$ cat config.mk
export PLATFORM = sky130hd
export DESIGN_NAME = alarm_trigger_flat
export DESIGN_NICKNAME = d
export VERILOG_FILES = /design/src/rtl/alarm_trigger_pkg.sv /design/src/rtl/alarm_trigger_if.sv /design/src/rtl/alarm_trigger_sec_tick.sv /design/src/rtl/alarm_trigger.sv /design/src/flat_wrapper.sv
export SDC_FILE = /design/constraint.sdc
export NUM_CORES = 1
export LEC_CHECK = 0
export CORE_ASPECT_RATIO = 0.6
export CORE_MARGIN = 2
export CORE_UTILIZATION = 34
export DETAILED_ROUTE_END_ITERATION = 7
export PLACE_DENSITY = 0.78
export SYNTH_ARGS = -nofsm -noshare
export SYNTH_HDL_FRONTEND = slang
export SYNTH_SLANG_ARGS = --single-unit
$ cat constraint.sdc
create_clock -name clk -period 1.8 [get_ports clk]
set_input_delay 0.27 -clock clk [delete_from_list [all_inputs] [get_ports clk]]
set_output_delay 0.27 -clock clk [all_outputs]
set_load 0.05 [all_outputs]
$ cat src/rtl/alarm_trigger_pkg.sv
// alarm_pkg: shared constants for the alarm trigger (states, time-word layout, defaults)
package alarm_pkg;
    typedef logic [51:0] time_word_t;
    localparam int DEF_RING_SEC   = 60;
    localparam int DEF_SNOOZE_SEC = 300;
    localparam int DEF_MAX_SNOOZE = 3;
    localparam logic [1:0] ST_IDLE   = 2'd0;
    localparam logic [1:0] ST_ARMED  = 2'd1;
    localparam logic [1:0] ST_RING   = 2'd2;
    localparam logic [1:0] ST_SNOOZE = 2'd3;
    localparam int SEC_LSB   = 0;
    localparam int MIN_LSB   = 8;
    localparam int HOUR_LSB  = 16;
    localparam int DAY_LSB   = 24;
    localparam int MONTH_LSB = 32;
    localparam int YEAR_LSB  = 40;
    localparam int FIELD_W   = 8;
    localparam int YEAR_W    = 12;
    localparam time_word_t NO_ALARM = 52'd0;
    localparam logic [3:0] SW_SNOOZE = 4'b0001;
endpackage

$ cat src/rtl/alarm_trigger_if.sv
// alarm_trigger_if: time words and buttons in, buzzer and status flags out
//   bin_alarm/bin_now : packed {year12,month8,day8,hour8,minute8,second8}
//   sw_in             : one-clk button pulses, 4'b0001 = snooze, other nonzero = dismiss
//   buzz/ringing/snoozing/snooze_left : registered status back to the pin and LCD
interface alarm_trigger_if;
    import alarm_pkg::*;
    time_word_t bin_alarm;
    time_word_t bin_now;
    logic [3:0] sw_in;
    logic       buzz;
    logic       ringing;
    logic       snoozing;
    logic [1:0] snooze_left;
    modport master (output bin_alarm, bin_now, sw_in, input buzz, ringing, snoozing, snooze_left);
    modport slave  (input bin_alarm, bin_now, sw_in, output buzz, ringing, snoozing, snooze_left);
endinterface

$ cat src/rtl/alarm_trigger_sec_tick.sv
// sec_tick: synchronises the 1 Hz square wave and flags its rising edge
//   clk, rst (async active-low), clk1sec in; tick = one-clk pulse, lvl = synchronised level
module sec_tick (
    input  logic clk,
    input  logic rst,
    input  logic clk1sec,
    output logic tick,
    output logic lvl
);
    logic [2:0] sh;
    always_ff @(posedge clk or negedge rst)
        if (!rst) sh <= '0;
        else      sh <= {sh[1:0], clk1sec};
    assign lvl  = sh[1];
    assign tick = sh[1] & ~sh[2];
endmodule

$ cat src/rtl/alarm_trigger.sv
// alarm_trigger: fires when the alarm time matches now, beeps at 1 Hz, handles snooze/dismiss/timeout
//   clk, rst (async active-low), clk1sec (1 Hz square wave), bus (alarm_trigger_if.slave)
module alarm_trigger
    import alarm_pkg::*;
#(
    parameter int RING_SEC   = DEF_RING_SEC,
    parameter int SNOOZE_SEC = DEF_SNOOZE_SEC,
    parameter int MAX_SNOOZE = DEF_MAX_SNOOZE
) (
    input  logic clk,
    input  logic rst,
    input  logic clk1sec,
    alarm_trigger_if.slave bus
);
    logic tick, lvl;
    logic match_r, match_d, hit, clear, sw_snz, sw_any;
    logic [1:0] st, st_nxt, snz_left, left_nxt;
    logic [8:0] sec_cnt, sec_nxt, sec_inc;
    logic buzz_q, ring_q, snz_q;

    sec_tick u_tick (.clk(clk), .rst(rst), .clk1sec(clk1sec), .tick(tick), .lvl(lvl));

    assign clear   = bus.bin_alarm == NO_ALARM;
    assign hit     = match_r & ~match_d;
    assign sw_snz  = bus.sw_in == SW_SNOOZE;
    assign sw_any  = |bus.sw_in;
    assign sec_inc = sec_cnt + 9'(sec_cnt != 9'h1ff);

    always_comb begin
        st_nxt   = st;
        sec_nxt  = sec_cnt;
        left_nxt = snz_left;
        if (clear) st_nxt = ST_IDLE;
        else case (st)
            ST_IDLE:  st_nxt = ST_ARMED;
            ST_ARMED: if (hit) begin
                st_nxt   = ST_RING;
                sec_nxt  = '0;
                left_nxt = 2'(MAX_SNOOZE);
            end
            ST_RING: if (sw_snz && snz_left != 2'd0) begin
                st_nxt   = ST_SNOOZE;
                sec_nxt  = '0;
                left_nxt = snz_left - 2'd1;
            end else if (sw_any) st_nxt = ST_ARMED;
            else if (tick) begin
                if (sec_cnt == 9'(RING_SEC - 1)) st_nxt = ST_ARMED;
                else sec_nxt = sec_inc;
            end
            default: if (sw_any && !sw_snz) st_nxt = ST_ARMED;
            else if (tick) begin
                if (sec_cnt == 9'(SNOOZE_SEC - 1)) begin
                    st_nxt  = ST_RING;
                    sec_nxt = '0;
                end else sec_nxt = sec_inc;
            end
        endcase
    end

    // Match history resets to "already matching" so a match present at
    // reset release is not mistaken for a new rising edge.
    always_ff @(posedge clk or negedge rst)
        if (!rst) begin
            st       <= ST_IDLE;
            sec_cnt  <= '0;
            snz_left <= 2'(MAX_SNOOZE);
            match_r  <= 1'b1;
            match_d  <= 1'b1;
            buzz_q   <= 1'b0;
            ring_q   <= 1'b0;
            snz_q    <= 1'b0;
        end else begin
            st       <= st_nxt;
            sec_cnt  <= sec_nxt;
            snz_left <= left_nxt;
            match_r  <= !clear && bus.bin_now == bus.bin_alarm;
            match_d  <= match_r;
            buzz_q   <= st_nxt == ST_RING && lvl;
            ring_q   <= st == ST_RING;
            snz_q    <= st == ST_SNOOZE;
        end

    assign bus.buzz        = buzz_q;
    assign bus.ringing     = ring_q;
    assign bus.snoozing    = snz_q;
    assign bus.snooze_left = snz_left;
endmodule
$ cat src/flat_wrapper.sv
// flat-port wrapper written by rule: the top's interface ports become plain ports
module alarm_trigger_flat import alarm_pkg::*;
#(
    parameter int RING_SEC   = DEF_RING_SEC,
    parameter int SNOOZE_SEC = DEF_SNOOZE_SEC,
    parameter int MAX_SNOOZE = DEF_MAX_SNOOZE
)
  (clk, rst, clk1sec, bus_bin_alarm, bus_bin_now, bus_sw_in, bus_buzz, bus_ringing, bus_snoozing, bus_snooze_left);
  alarm_trigger_if bus_i ();
  input  logic clk;
  input  logic rst;
  input  logic clk1sec;
  input wire logic [$bits(bus_i.bin_alarm)-1:0] bus_bin_alarm;
  input wire logic [$bits(bus_i.bin_now)-1:0] bus_bin_now;
  input wire logic [$bits(bus_i.sw_in)-1:0] bus_sw_in;
  output wire logic [$bits(bus_i.buzz)-1:0] bus_buzz;
  output wire logic [$bits(bus_i.ringing)-1:0] bus_ringing;
  output wire logic [$bits(bus_i.snoozing)-1:0] bus_snoozing;
  output wire logic [$bits(bus_i.snooze_left)-1:0] bus_snooze_left;
  assign bus_i.bin_alarm = bus_bin_alarm;
  assign bus_i.bin_now = bus_bin_now;
  assign bus_i.sw_in = bus_sw_in;
  assign bus_buzz = bus_i.buzz;
  assign bus_ringing = bus_i.ringing;
  assign bus_snoozing = bus_i.snoozing;
  assign bus_snooze_left = bus_i.snooze_left;
  alarm_trigger #(.RING_SEC(RING_SEC), .SNOOZE_SEC(SNOOZE_SEC), .MAX_SNOOZE(MAX_SNOOZE)) u_core (.clk(clk), .rst(rst), .clk1sec(clk1sec), .bus(bus_i));
endmodule
=== Word-level counts from Yosys, hierarchy flattened ===
Index checks and enable logic that the tools add are counted.

* Register bits: 21
* Input bits: 111
* Output and inout port bits: 5
* Word-level logic and storage cells: 68

* $add $sub $neg: 2
* Equal/unequal tests: 15
* Multiplexer cells: 22
* Bitwise operators: 6
* Reductions and logical operators: 14

{| class="wikitable"
|+ Operator list
! cell !! count
|-
| $mux 9 || 8
|-
| $eq 52x52->1 || 1
|-
| $logic_not 52->1 || 1
|-
| $pmux 9 s3 || 1
|-
| $mux 2 || 11
|-
| $add 9x1->9 || 1
|-
| $eq 9x6->1 const B || 1
|-
| $eq 9x9->1 const B || 1
|-
| $ne 9x9->1 const B || 1
|-
| $reduce_and 8->1 || 1
|-
| $eq 2x2->1 const B || 3
|-
| $ne 3x3->1 const B || 2
|-
| $pmux 2 s3 || 1
|-
| $eq 4x1->1 const B || 1
|-
| $logic_and 1x1->1 || 4
|-
| $ne 2x1->1 const B || 2
|-
| $not 1->1 || 4
|-
| $pmux 2 s2 || 1
|-
| $reduce_and 4->1 || 1
|-
| $reduce_bool 2->1 || 2
|-
| $reduce_or 4->1 || 1
|-
| $ne 3x1->1 const B || 1
|-
| $ne 3x2->1 const B || 1
|-
| $reduce_bool 3->1 || 1
|-
| 5 further kinds || 7
|}

=== Logic depth before layout (Yosys ltp) ===
Gate-level depths: netlist of the first run.

* Depth in word-level cells: 9
* Mapped depth: 9
* Depth with buffers taken out: 9

=== Cells and area by module ===
A second synthesis of the first run with hierarchy kept.

* Cell total of the unflattened synthesis: 217
* Area total of the unflattened synthesis: 1934.4 um2

{| class="wikitable"
|+ By module, submodules not included
! module !! times used !! cells each !! area an instance (um2) !! seq. area each (um2)
|-
| alarm_trigger || 1 || 213 || 1845.5 || 455.4
|-
| sec_tick || 1 || 4 || 88.8 || 75.1
|}

=== Least setup slack after synthesis of the first run ===
Ideal clock, no wire load.

* Kind: register -> register
* From: reg u_core.snz_left[0] (netlist: u_core.bus.snooze_left[0])
* To: reg u_core.sec_cnt[3]
* Setup time: 0.121 ns
* Arrival time: 2.046 ns
* Required time: 1.679 ns
* Setup slack: -0.367 ns
* Cell stages (with the launch flop): 9
* Buffers on the path: 1
* Period minus slack after synthesis: 2.167 ns
* Cells stage by stage: dfstp_2 inv_1 ha_1 nand2b_1 and4_1 nor4_2 buf_2 nand2_1 a22o_1

* Word-level cells in the longest chain between the ends: 4
* Elaborated cells on any way between the ends: 8
* Those cells by class: eq/ne (3); mux (2); reduce/logical (3)

{| class="wikitable"
|+ Ends and longest elaborated chain
! element !! RTL line !! source
|-
| start: declaration || alarm_trigger.sv:17 || <nowiki>logic [1:0] st, st_nxt, snz_left, left_nxt;</nowiki>
|-
| start signal: assignment || alarm_trigger.sv:66 || <nowiki>snz_left <= 2'(MAX_SNOOZE);</nowiki>
|-
| start signal: assignment || alarm_trigger.sv:75 || <nowiki>snz_left <= left_nxt;</nowiki>
|-
| $reduce_bool 2->1 * || alarm_trigger.sv:41 || <nowiki>ST_RING: if (sw_snz && snz_left != 2'd0) begin</nowiki>
|-
| $logic_and 1x1->1 * || alarm_trigger.sv:41 ||
|-
| $ne 3x1->1 (no line), or another cell as far along || -- ||
|-
| $reduce_and 8->1 (no line) / $pmux 9 s3 (equally long branches) || -- ||
|-
| end signal: assignment || alarm_trigger.sv:74 || <nowiki>sec_cnt <= sec_nxt;</nowiki>
|-
| end: declaration || alarm_trigger.sv:18 || <nowiki>logic [8:0] sec_cnt, sec_nxt, sec_inc;</nowiki>
|}

Every way passes the cells marked *; elsewhere a longest branch is shown, timed or not.
A chain may end at the register's enable or synchronous reset.

=== Worst setup path after layout of the first run ===
* From: reg u_core.sec_cnt[5]
* To: reg u_core.sec_cnt[6]

* Word-level cells in the longest chain between the ends: 7
* Elaborated cells on any way between the ends: 14
* Those cells by class: add/sub (1); eq/ne (4); mux (8); reduce/logical (1)

{| class="wikitable"
|+ Ends and longest elaborated chain
! element !! RTL line !! source
|-
| $ne 9x9->1 || alarm_trigger.sv:27 || <nowiki>assign sec_inc = sec_cnt + 9'(sec_cnt != 9'h1ff);</nowiki>
|-
| $add 9x1->9 || alarm_trigger.sv:27 ||
|-
| $mux 9 || alarm_trigger.sv:47 || <nowiki>if (sec_cnt == 9'(RING_SEC - 1)) st_nxt = ST_ARMED;</nowiki>
|-
| $mux 9 || alarm_trigger.sv:46 || <nowiki>else if (tick) begin</nowiki>
|-
| $mux 9 || alarm_trigger.sv:45 || <nowiki>end else if (sw_any) st_nxt = ST_ARMED;</nowiki>
|-
| $mux 9 || alarm_trigger.sv:41 ||
|-
| $pmux 9 s3 || alarm_trigger.sv:34 || <nowiki>else case (st)</nowiki>
|}

Parallel ways exist; a longest one is shown, timed or not. The select of a mux whose other input is x is not followed.

==> results of run 1 <==
## power by group through the flow
stage / Clock, µW / Sequential [µW] / Combinational [µW]
after global placement: 0 / 591 / 1430
after global routing: 338 / 601 / 1940
after floorplan: 0 / 663 / 635
final: 310 / 592 / 1830
after CTS: 316 / 591 / 1550
after detailed placement: 0 / 595 / 1480
## routing by layer
metal  up-vias  share of wire
met4         0          0.035
met1      1215           0.39
met3        51          0.077
met2       159           0.49
met5         -              0
li1       1182              -
## registers in the layout, summed over array words and instances, names as in the netlist
register                flops
u_core.bus.buzz             1
u_core.bus.ringing          1
u_core.bus.snooze_left      2
u_core.bus.snoozing         1
u_core.match_d              1
u_core.match_r              1
u_core.sec_cnt              9
u_core.st                   2
u_core.u_tick.sh            3
## synthesized netlist by cell type
cell,instances
nor4_1,21
xor2_1,20
nor4_2,2
a31oi_1,2
o22ai_2,1
and4_1,1
nand2_1,18
nand3_1,9
inv_1,9
and2_1,2
buf_6,2
dfstp_2,4
and4bb_1,1
a221o_1,1
a21oi_1,4
nor2_2,1
or3_4,1
a22o_1,7
nor2b_1,4
o21a_1,2
nor4_4,1
dfrtp_1,17
nand2_2,1
o21ai_0,3
and3b_1,1
nand4_1,14
nor3_1,7
and3_1,1
o211ai_1,1
nand2b_1,3
ha_1,7
a311oi_1,1
xnor2_1,32
nor2_1,8
o21ai_1,2
a211oi_1,1
buf_2,2
## layout make-up
cell class | instances | area (µm²) | share of cell area
flip-flops and latches | 21 | 530.5 | 0.1327
clock buffers | 4 | 45.04 | 0.01127
inverters | 9 | 33.78 | 0.008453
well taps | 66 | 82.58 | 0.02066
multi-input cells | 180 | 1543 | 0.3860
repair buffers | 201 | 1762 | 0.4408
## worst max-delay path by stage
stage	endpoint	startpoint
global placement	u_core.sec_cnt[3]	bus_bin_alarm[1]
global route	u_core.sec_cnt[6]	u_core.sec_cnt[5]
CTS	u_core.sec_cnt[3]	u_core.bus.snooze_left[1]
detailed placement	u_core.sec_cnt[3]	bus_bin_alarm[0]
finish	u_core.sec_cnt[6]	u_core.sec_cnt[5]
floorplan	u_core.sec_cnt[3]	u_core.bus.snooze_left[1]
## repair_timing
| action | CTS | global route |
|---|---|---|
| pin swaps | 14 | 16 |
| setup endpoints to repair | 14 | 14 |
| resized for setup | 65 | 41 |
| buffers inserted | 2 | 4 |
| cloned | 0 | 0 |
## metrics by stage
| stage | std cells | worst slack (ns) | area, µm² |
|---|---|---|---|
| final | 481 | -0.2135 | 3996 |
| after global routing | 481 | -0.2861 | 3996 |
| after CTS | 477 | -0.1154 | 3821 |
| after detailed placement | 471 | -0.6580 | 3691 |
| after global placement | 471 | -0.6125 | 3691 |
| after floorplan | 214 | -0.2010 | 1897 |
## worst max-delay path, stage by stage, from the launching register on
cell and delay [ns]:
dfrtp_1 0.44, nand2_1 0.16, nor2_1 0.10, nand4_1 0.10
ha_1 0.19, ha_1 0.24, nand3_2 0.14, o21ai_0 0.24
nand2_1 0.08, a22o_1 0.21
## cells by family (layout without fill, tap and decap cells)
group / Yosys count / after routing / share of synthesized area
adder cells (fa/ha/maj): 7 / 7 / 0.04660
AO/OA/AOI/OAI: 25 / 25 / 0.09587
flip-flops: 21 / 21 / 0.2823
AND/OR/NAND/NOR: 96 / 96 / 0.2976
buffers and inverters: 13 / 214 / 0.03528
XOR/XNOR: 52 / 52 / 0.2423
==> metrics.yaml, run 1 <==
status:
  outcome: "complete, but fails checks"
  violations: "setup timing"
setup_path:
  endpoint_kind: "flip-flop"
  cp_max_fo: 4
  crit_arrival_ns: 2.17
  reg2reg_to: "u_core.sec_cnt[6]"
  r2r_cells: 9
  reg2reg_slack_ns: -0.21
  worstPathRequired_ns: 1.95
  path_class: "flip-flop to flip-flop"
  startpoint_type: "flip-flop"
  reg2reg_from: "u_core.sec_cnt[5]"
final_layout:
  fillers: 328
  area_growth_pct: 112.6
  layout_common_cells: "86 x buf_4, 63 x clkdlybuf4s50_1, 38 x dlygate4sd2_1"
  post-route-util: 0.7678
  drive_gt1_frac: 0.3470
  layout_commonest_cell: "buf_4"
  num_antenna_cells: 0
  nets: 534
placement:
  place_congestion: 0.9037
  dp_hpwl_um: 7039
  io_buffers: 115
pwr:
  pwr-share-clk: 0.113
  leakagePower_uw: 0.001772
  p_int_uw: 1625
  fin_total_pwr_uw: 2737
  switchingPower_uw: 1112
  netSwitchingFraction: 0.4063
  pwr-share-seq: 0.216
  power_frac_comb: 0.670
  powerDensity_nw_per_um2: 684.8
  vdd_drop_max_mv: 0.4081
yosys:
  avgSynthCellArea_um2: 8.782
  yosysTopAreaCell: "dfrtp_1"
  syn-cell-area_um2: 1879
  ys_types: 37
  seq_area_frac_synth: 0.2823
  synth_cells: 214
  synth_area_leaders: "dfrtp_1 23%, xnor2_1 15%, xor2_1 9.3%, nor4_1 7.0%, dfstp_2 5.6%"
  synth_seq_cells: 21
  synth_warnings: 0
  yosysTopAreaCellShare: 0.2264
  syn-num-nets: 332
floorplan:
  rows: 20
  dieHeight_um: 61.59
  ios: 116
  dieArea_um2: 6158
  start_util: 0.3611
  coreArea_um2: 5205
  die_w_um: 99.98
clock_tree:
  postCtsHoldBufs: 0
  cts_max_path_buffers: 2
  numCtsBuffers: 3
  cts_sinks: 21
  path_clk_slew_ns: 0.07
  cts_htree_levels: 1
  cts-root-buf: "clkbuf_8"
  clock_latency_ns: 0.26
  cts_tree: "yes"
routing:
  via_per_inst: 5.420
  drc_errors: 0
  wl_um: 9190
  vias: 2607
  dr.pass1.iters: 5
  ant_nets: 0
  drt_iter0_markers: 293
  wl_per_cell_um: 19.11
global_routing:
  antenna_found_initial: 0
  grt_pass1_vias: 2498
  met3_usage: 0.03405
  top_usage_layer: "met2"
  grt_first_pass_wirelength_um: 12700
  grt.overflow.total: 0
  globalRouteMet1Util: 0.3563
  grtUsageMet2: 0.5183
  grt_use_total: 0.2774
  grt_max_degree: 22
sta:
  grt_setup_unrepaired: "true"
  setup_viol: 13
  setup_ws_ns: -0.2135
  clock.fmax_mhz: 496.6
  tightest_slew_ns: 0.5834
  finalSetupTns_ns: -1.742
  period_needed_ns: 2.014
  slew-limit-headroom: 0.6075
  clock_skew_ns: 0.003290
  hold_violations: 0
  finalCritPeriodShare: 1.119
  whs_ns: 0.3476
  drv_slew: 0
flow_run:
  max_cap_viol_count: 0
min_path:
  worstHoldPathType: "input port to async pin"
Note: power is estimated with default switching activity, not from simulation.
==> run 2, diff against run 1 <==
--- a/config.mk
+++ b/config.mk
@@ -5,6 +5,7 @@
 export SDC_FILE = /design/constraint.sdc
 export NUM_CORES = 1
 export LEC_CHECK = 0
+export CAP_MARGIN = 0
 export CORE_ASPECT_RATIO = 0.6
 export CORE_MARGIN = 2
 export CORE_UTILIZATION = 34
==> results of run 2 <==
Same layout as run 1: the final DEF is identical, and so are final timing and power.
==> run 3, diff against run 2 <==
--- a/config.mk
+++ b/config.mk
@@ -9,8 +9,10 @@
 export CORE_ASPECT_RATIO = 0.6
 export CORE_MARGIN = 2
 export CORE_UTILIZATION = 34
+export CTS_BUF_LIST = sky130_fd_sc_hd__clkbuf_16
 export DETAILED_ROUTE_END_ITERATION = 7
 export PLACE_DENSITY = 0.78
+export SLEW_MARGIN = 5
 export SYNTH_ARGS = -nofsm -noshare
 export SYNTH_HDL_FRONTEND = slang
 export SYNTH_SLANG_ARGS = --single-unit
==> metrics.yaml, run 3 (synthesis gave the netlist of run 1 again) <==
clock_tree:
  path_clk_slew_ns: 0.06
  cts_tree: "yes"
  cts-root-buf: "clkbuf_16"
  cts_htree_levels: 1
  cts_sinks: 21
  numCtsBuffers: 3
  cts_max_path_buffers: 2
  clock_latency_ns: 0.26
routing:
  via_per_inst: 5.658
  dr.pass1.iters: 7
  drt_iter0_markers: 342
  drc_errors: 0
  wl_per_cell_um: 21.70
  ant_nets: 0
  wl_um: 10480
  vias: 2733
global_routing:
  grt.overflow.total: 0
  grt_use_total: 0.2856
  grtUsageMet2: 0.5502
  met3_usage: 0.03405
  antenna_found_initial: 0
  grt_max_degree: 22
  globalRouteMet1Util: 0.3528
  grt_first_pass_wirelength_um: 13060
  grt_pass1_vias: 2572
  top_usage_layer: "met2"
placement:
  dp_hpwl_um: 7039
  place_congestion: 0.9037
  io_buffers: 115
  placed_area_um2: 3691
sta:
  clock.fmax_mhz: 471.5
  tightest_slew_ns: 0.5228
  grt_setup_unrepaired: "true"
  slew-limit-headroom: 0.6482
  setup_ws_ns: -0.3211
  drv_slew: 0
  clock_skew_ns: 0.006840
  finalCritPeriodShare: 1.178
  hold_violations: 0
  setup_viol: 13
  period_needed_ns: 2.121
setup_path:
  crit_family: "simple AND/OR/NAND/NOR gates"
  crit_chain: "inv_2 > ha_4 > nand2b_4 > o211ai_1 > nand2_1 > nor4_4 > buf_4 > nand2_2 > a22o_1"
  worstPathRequired_ns: 1.94
  slowest_stage: "dfstp_2"
  path_class: "flip-flop to flip-flop"
  critical_path.max_stage_delay_ns: 0.55
  cp_max_fo: 5
  startpoint_type: "flip-flop"
  path_buf_inv: 2
  endpoint_kind: "flip-flop"
  crit_arrival_ns: 2.26
floorplan:
  start_util: 0.3611
  die_w_um: 99.98
  dieHeight_um: 61.59
  coreArea_um2: 5205
  ios: 116
  dieArea_um2: 6158
  rows: 20
final_layout:
  drive_gt1_frac: 0.3534
  layout_top_registers: "u_core.sec_cnt x9, u_core.u_tick.sh x3"
  design_area_um2: 4049
  largest_reg_flops: 9
  layout_common_cells: "86 x buf_4, 61 x clkdlybuf4s50_1, 35 x dlygate4sd2_1"
  fillers: 321
  top_register: "u_core.sec_cnt"
  area_growth_pct: 115.4
  multiInputGateArea_um2: 1556
  layout_commonest_cell: "buf_4"
  final-seq-area_um2: 530.5
  nets: 535
pwr:
  leakagePower_uw: 0.001807
  powerDensity_nw_per_um2: 720.0
  vdd_drop_max_mv: 0.4229
  fin_total_pwr_uw: 2915
status:
  violations: "setup timing"
  outcome: "complete, but fails checks"
min_path:
  worstHoldPathType: "flip-flop to flip-flop"
flow_run:
  max_cap_viol_count: 0
run 3: cell count changes in the layout (fill, tap and decap cells not counted), moves of 2 or more:
cell	before	now
clkdlybuf4s50_1	63	61
clkbuf_16	0	3
clkbuf_8	3	0
clkdlybuf4s15_1	2	6
dlygate4sd2_1	38	35
clkbuf_2	2	4
run 3: worst register-to-register path, stage by stage, from the launching register on:
cell      delay, ns
dfstp_2        0.55
inv_2          0.05
ha_4           0.14
nand2b_4       0.15
o211ai_1       0.12
nand2_1        0.14
nor4_4         0.35
buf_4          0.22
nand2_2        0.05
a22o_1         0.24
run 3: final cells by class:
class	instances	area share
diodes	1	0.0006180
clock buffers	3	0.01854
clock inverters	1	0.0009271
inverters	9	0.008344
multi-input cells	180	0.3844
flip-flops and latches	21	0.1310
well taps	66	0.02040
repair buffers	202	0.4357
run 3: per-layer routing:
layer / vias to the layer above / wire length [µm]
li1: 1198 / -
met4: 0 / 582
met2: 188 / 5114
met1: 1271 / 3870
met5: - / 0
met3: 76 / 915
run 3: timing repair:
action / in CTS / in global routing
pin swaps: 18 / 24
endpoints found under the setup margin: 14 / 14
buffers inserted: 3 / 4
hold buffers: 0 / 0
resized for setup: 68 / 50
run 3: power by group:
part           switching, µW  internal [µW]  total (µW)
sequential              57.5            543         601
combinational            937            909        1850
clock                    173            296         469
total                   1170           1750        2920
run 3: final timing paths:
path,from,end,slack [ns],cells after the start
max,u_core.bus.snooze_left[1],u_core.sec_cnt[8],-0.32,9
min,u_core.u_tick.sh[0],u_core.u_tick.sh[1],0.36,0
max reg2reg,u_core.bus.snooze_left[1],u_core.sec_cnt[8],-0.32,9
min reg2reg,u_core.u_tick.sh[0],u_core.u_tick.sh[1],0.36,0
max in group asynchronous,rst,u_core.match_d,1.16,2
min in group asynchronous,rst,u_core.sec_cnt[2],0.37,2
run 3: per-stage QoR:
step / instances / worst slack [ns] / hold WS (ns) / utilization / TNS (ns)
2_1_floorplan: 214 / -0.2010 / -0.02559 / - / -1.423
3_3_place_gp: 471 / -0.6125 / 0.3329 / 0.7091 / -7.559
3_5_place_dp: 471 / -0.6580 / 0.3529 / 0.7091 / -8.014
4_1_cts: 478 / -0.1132 / 0.3651 / 0.7413 / -0.8109
5_1_grt: 482 / -0.3962 / 0.3732 / 0.7774 / -4.094
6_report: 483 / -0.3211 / 0.3641 / 0.7779 / -2.848
